[src/rtl/obf_serial_adder_lock.sv]
// Key-locked multi-channel bit-serial adder: outputs are LFSR-corrupted until the key sequence is seen.
// Define OBF_BLACKHOLE_EN to compile in the BLACKHOLE state that permanently locks after MAX_TRIES failures.
module obf_serial_adder_lock #(
    parameter int                         NCH       = 1,
    parameter int                         WORD_LEN  = 4,
    parameter int                         KEY_LEN   = 3,
    parameter logic [2*NCH*KEY_LEN-1:0]   KEY       = 6'b11_01_10,
    parameter int                         MAX_TRIES = 2,
    parameter logic [7:0]                 LFSR_SEED = 8'hA5
) (
    input  logic           clock,
    input  logic           reset,
    input  logic [NCH-1:0] line1,
    input  logic [NCH-1:0] line2,
    output logic [NCH-1:0] outp,
    output logic [NCH-1:0] overflw,
    output logic           unlocked
);

    localparam int IDX_W = (KEY_LEN > 1) ? $clog2(KEY_LEN) : 1;
    localparam int BIT_W = $clog2(WORD_LEN);
    localparam logic [IDX_W-1:0] IDX_LAST = IDX_W'(KEY_LEN - 1);
    localparam logic [BIT_W-1:0] BIT_LAST = BIT_W'(WORD_LEN - 1);

    // The corruption mask is taken from the low LFSR bits, so at most 8 channels.
    if (WORD_LEN < 2 || KEY_LEN < 1 || MAX_TRIES < 1 || NCH < 1 || NCH > 8 || LFSR_SEED == 8'h00)
    begin : g_param_err
        $error("obf_serial_adder_lock: illegal parameter combination");
    end

    typedef enum logic [1:0] {
        S_LOCKED,
        S_UNLOCKED
`ifdef OBF_BLACKHOLE_EN
        , S_BLACKHOLE
`endif
    } state_t;

    state_t           state_q, state_d;
    logic [IDX_W-1:0] idx_q, idx_d;
    logic [BIT_W-1:0] bit_q, bit_d;
    logic [NCH-1:0]   carry_q, carry_d;
    logic [7:0]       lfsr_q, lfsr_d;
    logic [NCH-1:0]   outp_q, outp_d;
    logic [NCH-1:0]   ovf_q, ovf_d;
`ifdef OBF_BLACKHOLE_EN
    localparam int FAIL_W = $clog2(MAX_TRIES + 1);
    localparam logic [FAIL_W-1:0] FAIL_MAX = FAIL_W'(MAX_TRIES);
    logic [FAIL_W-1:0] fail_q, fail_d;
`endif

    logic [7:0]       lfsr_step;
    logic [2*NCH-1:0] key_word;
    logic [NCH-1:0]   sum_bits;
    logic [NCH-1:0]   carry_nxt;

    always_comb begin
        lfsr_step = {lfsr_q[6:0], lfsr_q[7] ^ lfsr_q[5] ^ lfsr_q[4] ^ lfsr_q[3]};
        key_word  = KEY[int'(idx_q)*2*NCH +: 2*NCH];
        sum_bits  = line1 ^ line2 ^ carry_q;
        carry_nxt = (line1 & line2) | (line1 & carry_q) | (line2 & carry_q);

        state_d = state_q;
        idx_d   = idx_q;
        bit_d   = bit_q;
        carry_d = carry_q;
        lfsr_d  = lfsr_q;
        outp_d  = line1 ^ line2 ^ lfsr_q[NCH-1:0];
        ovf_d   = '0;
`ifdef OBF_BLACKHOLE_EN
        fail_d  = fail_q;
`endif

        case (state_q)
            S_LOCKED: begin
                lfsr_d = lfsr_step;
`ifdef OBF_BLACKHOLE_EN
                if (fail_q >= FAIL_MAX) state_d = S_BLACKHOLE;
                else
`endif
                if ({line2, line1} == key_word) begin
                    if (idx_q == IDX_LAST) begin
                        state_d = S_UNLOCKED;
                        idx_d   = '0;
                    end else begin
                        idx_d = idx_q + 1'b1;
                    end
                end else begin
                    // Restart from the first key word; a partial match is never reused.
                    idx_d = '0;
`ifdef OBF_BLACKHOLE_EN
                    if (fail_q != FAIL_MAX) fail_d = fail_q + 1'b1;
`endif
                end
            end
            S_UNLOCKED: begin
                outp_d = sum_bits;
                if (bit_q == BIT_LAST) begin
                    ovf_d   = carry_nxt;
                    carry_d = '0;
                    bit_d   = '0;
                end else begin
                    carry_d = carry_nxt;
                    bit_d   = bit_q + 1'b1;
                end
            end
`ifdef OBF_BLACKHOLE_EN
            S_BLACKHOLE: lfsr_d = lfsr_step;
`endif
            default: state_d = S_LOCKED;
        endcase
    end

    always_ff @(posedge clock) begin
        if (!reset) begin
            state_q <= S_LOCKED;
            idx_q   <= '0;
            bit_q   <= '0;
            carry_q <= '0;
            lfsr_q  <= LFSR_SEED;
            outp_q  <= '0;
            ovf_q   <= '0;
`ifdef OBF_BLACKHOLE_EN
            fail_q  <= '0;
`endif
        end else begin
            state_q <= state_d;
            idx_q   <= idx_d;
            bit_q   <= bit_d;
            carry_q <= carry_d;
            lfsr_q  <= lfsr_d;
            outp_q  <= outp_d;
            ovf_q   <= ovf_d;
`ifdef OBF_BLACKHOLE_EN
            fail_q  <= fail_d;
`endif
        end
    end

    assign outp     = outp_q;
    assign overflw  = ovf_q;
    assign unlocked = (state_q == S_UNLOCKED);

endmodule

[config.mk]
export PLATFORM = sky130hd
export DESIGN_NAME = obf_serial_adder_lock
export DESIGN_NICKNAME = d
export VERILOG_FILES = /design/src/rtl/obf_serial_adder_lock.sv
export SDC_FILE = /design/constraint.sdc
export NUM_CORES = 1
export LEC_CHECK = 0
export CORE_MARGIN = 3
export CORE_UTILIZATION = 53
export CTS_BUF_LIST = sky130_fd_sc_hd__clkbuf_16
export CTS_CLUSTER_SIZE = 20
export DETAILED_ROUTE_END_ITERATION = 8
export PLACE_DENSITY_LB_ADDON = 0.15
export RECOVER_POWER = 50
export SYNTH_ARGS = -nofsm -noshare
export SYNTH_HDL_FRONTEND = slang
export SYNTH_SLANG_ARGS = --single-unit
[constraint.sdc]
create_clock -name clock -period 1.6 [get_ports clock]
set_clock_uncertainty 0.1 [all_clocks]
set_input_delay 0.32 -clock clock [delete_from_list [all_inputs] [get_ports clock]]
set_output_delay 0.32 -clock clock [all_outputs]
set_load 0.005 [all_outputs]
==> flow_summary.yaml <==
status:
  run_status: "finished clean"
floorplan:
  fp.dieH_um: 43.4
  die_width_um: 43.4
  core_area_um2: 1200
  die_area_um2: 1880
  rows: 12
  initial_core_util_pct: 61.8
  io_pins: 7
power_and_ir_drop:
  total_switching_power_uw: 211
  irDropWorstVdd_uv: 623
  seqPwrFrac_pct: 43.2
  p_clk_share_pct: 46.5
  switching_share_pct: 20.4
  p_per_area_nw_per_um2: 1140
  p_leak_nw: 0.337
  intPower_uw: 821
  power.total_mw: 1.03
  power_frac_comb_pct: 10.3
setup_path:
  slowest_stage: "clkdlybuf4s50_1"
  end_kind: "output port"
  timing.rr.start: "idx_q[0]"
  max_stage_delay_ns: 0.49
  crit_type: "flop to output port"
  path_cells: "clkdlybuf4s50_1"
  path_buf_inv: 1
  crit_family: "buffers and inverters"
  cp-start-kind: "flop"
  ff2ff_path_depth: 5
  crit_arrival_ns: 1.05
  reg2reg_setup_slack_ns: 0.16
  crit_fanout: 2
  crit_required_ns: 1.18
  r2r_end: "idx_q[0]"
final_layout:
  n_fill_cell: 101
  fin_cells: 98
  final_cell_mix: "dfxtp_1 (16), mux2i_1 (9), nand2_1 (7), nor2b_1 (6), clkdlybuf4s50_1 (6)"
  final_util_pct: 75.3
  drive_above_1_share_pct: 10.7
  num-nets-final: 94
  area_growth_pct: 21.9
  n_antenna_cell: 0
  final_common_cell: "dfxtp_1"
place:
  dp_cells: 94
  gp_congestion: 0.749
  place_hpwl_um: 887
  port_buffers: 6
clock_tree:
  root_buffer: "clkbuf_16"
  postCtsSetupBuffers: 0
  clock_latency_ns: 0.24
  clockBufferDepth: 2
  cts_tree: "yes"
  clkTransAtPathRegs_ns: 0.05
  cts_made_buffers: 3
  clock-sinks: 16
  htreeDepth: 1
route:
  drc: 0
  routed_wl_mm: 1.21
  vias_per_cell: 5.24
  drt_iter0_drc: 2
  routedWlPerCell_um: 12.4
  vias: 514
  dr.pass1.iters: 2
  drtAntennaViolNets: 0
grt:
  grt_pass1_vias: 504
  antenna_found_initial: 0
  grt-ovfl-total: 0
  grt_usage_pct: 15.2
  grt_start_max_net_pins: 19
  grt_pass1_wl_mm: 2.09
run:
  cap_violations: 0
sta:
  worstMarginPinSlew_ns: 0.440
  period_needed_ns: 1.47
  rsz0062_at_grt: "no"
  relSlewSlack_pct: 70.6
  tns_ns: 0
  timing.final.crit_share_pct: 91.8
  slew_violations: 0
  whs_ns: 0.375
  finalHoldViolCount: 0
  setup_viol: 0
  timing.fmax_mhz: 681
worst_hold_path:
  whs_path_depth: 2
  hold_path.class: "flop to flop"
  holdPathEnd: "lfsr_q[2]"
  worstHoldStart: "lfsr_q[1]"
synthesis:
  synth_fp_nets: 82
  netlist_instances: 73
  synth_area_per_cell_um2: 10.2
  synth_top_area_share_pct: 43.2
  syn_area_um2: 742
  ys_seq_elements: 16
  seq_area_frac_synth_pct: 43.2
  synth_cell_type_count: 22
  ys.warnings.count: 0
  yosysTopAreaCell: "dfxtp_1"
  yosys-top-cells-area: "dfxtp_1 (43%), mux2i_1 (12%), ha_1 (8.4%)"
-- power groups by stage --
stage | Combinational (mW) | Clock (mW) | Sequential [mW]
2_1_floorplan | 0.0676 | 0 | 0.449
3_3_place_gp | 0.0998 | 0 | 0.452
3_5_place_dp | 0.104 | 0 | 0.453
4_1_cts | 0.105 | 0.488 | 0.446
5_1_grt | 0.119 | 0.508 | 0.448
6_report | 0.106 | 0.480 | 0.446
-- kinds of logic (layout without fill, tap and decap cells) --
| group | after synthesis | after routing | synth area share, % |
|---|---|---|---|
| AND/OR/NAND/NOR | 20 | 20 | 14.5 |
| XOR/XNOR | 5 | 5 | 5.90 |
| adder cells (fa/ha/maj) | 5 | 5 | 8.43 |
| buffers and inverters | 7 | 18 | 5.90 |
| flip-flops | 16 | 16 | 43.2 |
| multiplexers | 9 | 9 | 12.1 |
| AO/OA/AOI/OAI | 11 | 11 | 9.95 |
-- per-layer routing --
metal  vias to the layer above  track usage, %  share of wire, %
met5                         -               0                 0
met4                         0            9.04               2.1
met3                         4            3.73               2.8
met2                         7            24.8                46
met1                       231            17.9                49
li1                        272               -                 -
-- worst max path at each step --
stage | start | to | slack (ns) | cells after the start
floorplan | idx_q[0] | idx_q[1] | 0.28 | 5
global placement | line1 | outp | 0.04 | 4
detailed placement | line1 | outp | -0.02 | 4
CTS | idx_q[0] | idx_q[0] | 0.09 | 5
global route | idx_q[0] | idx_q[0] | 0.01 | 5
finish | state_q[0] | unlocked | 0.13 | 1
-- metrics by stage --
step,setup WS (ns),cell area (um^2)
2_1_floorplan,0.276,742
3_3_place_gp,0.0360,821
3_5_place_dp,-0.0180,821
4_1_cts,0.0892,900
5_1_grt,0.0114,905
6_report,0.131,905
-- state kept, by name, summed over array words and instances (netlist names) --
| name | flops |
|---|---|
| lfsr_q | 8 |
| bit_q | 2 |
| idx_q | 2 |
| carry_q | 1 |
| outp | 1 |
| overflw | 1 |
| state_q | 1 |
-- cell usage after synthesis (all sizes together) --
master	number
nand3	2
xnor2	5
o21a	2
and2	1
inv	4
ha	5
a21boi	3
dfxtp	16
nor3b	1
and2b	1
o211ai	1
nand4	1
nor2b	6
nor3	1
mux2i	9
nand2	7
a21oi	3
o21ai	1
buf	1
o2111ai	1
clkbuf	2
-- layout make-up --
type                    count  area [um^2]  share of cell area (%)
clock buffers               3         75.1                    8.30
clock inverters             1         3.75                   0.415
inverters                   4         15.0                    1.66
multi-input cells          50          385                    42.6
flip-flops and latches     16          320                    35.4
well taps                  14         17.5                    1.94
repair buffers             10         87.6                    9.68
-- repair_timing --
item	CTS	global route
hold buffers	0	0
endpoints found under the hold margin	0	0
endpoints found under the setup margin	0	1
resized for setup	0	1
Note: power is estimated with default switching activity, not from simulation.
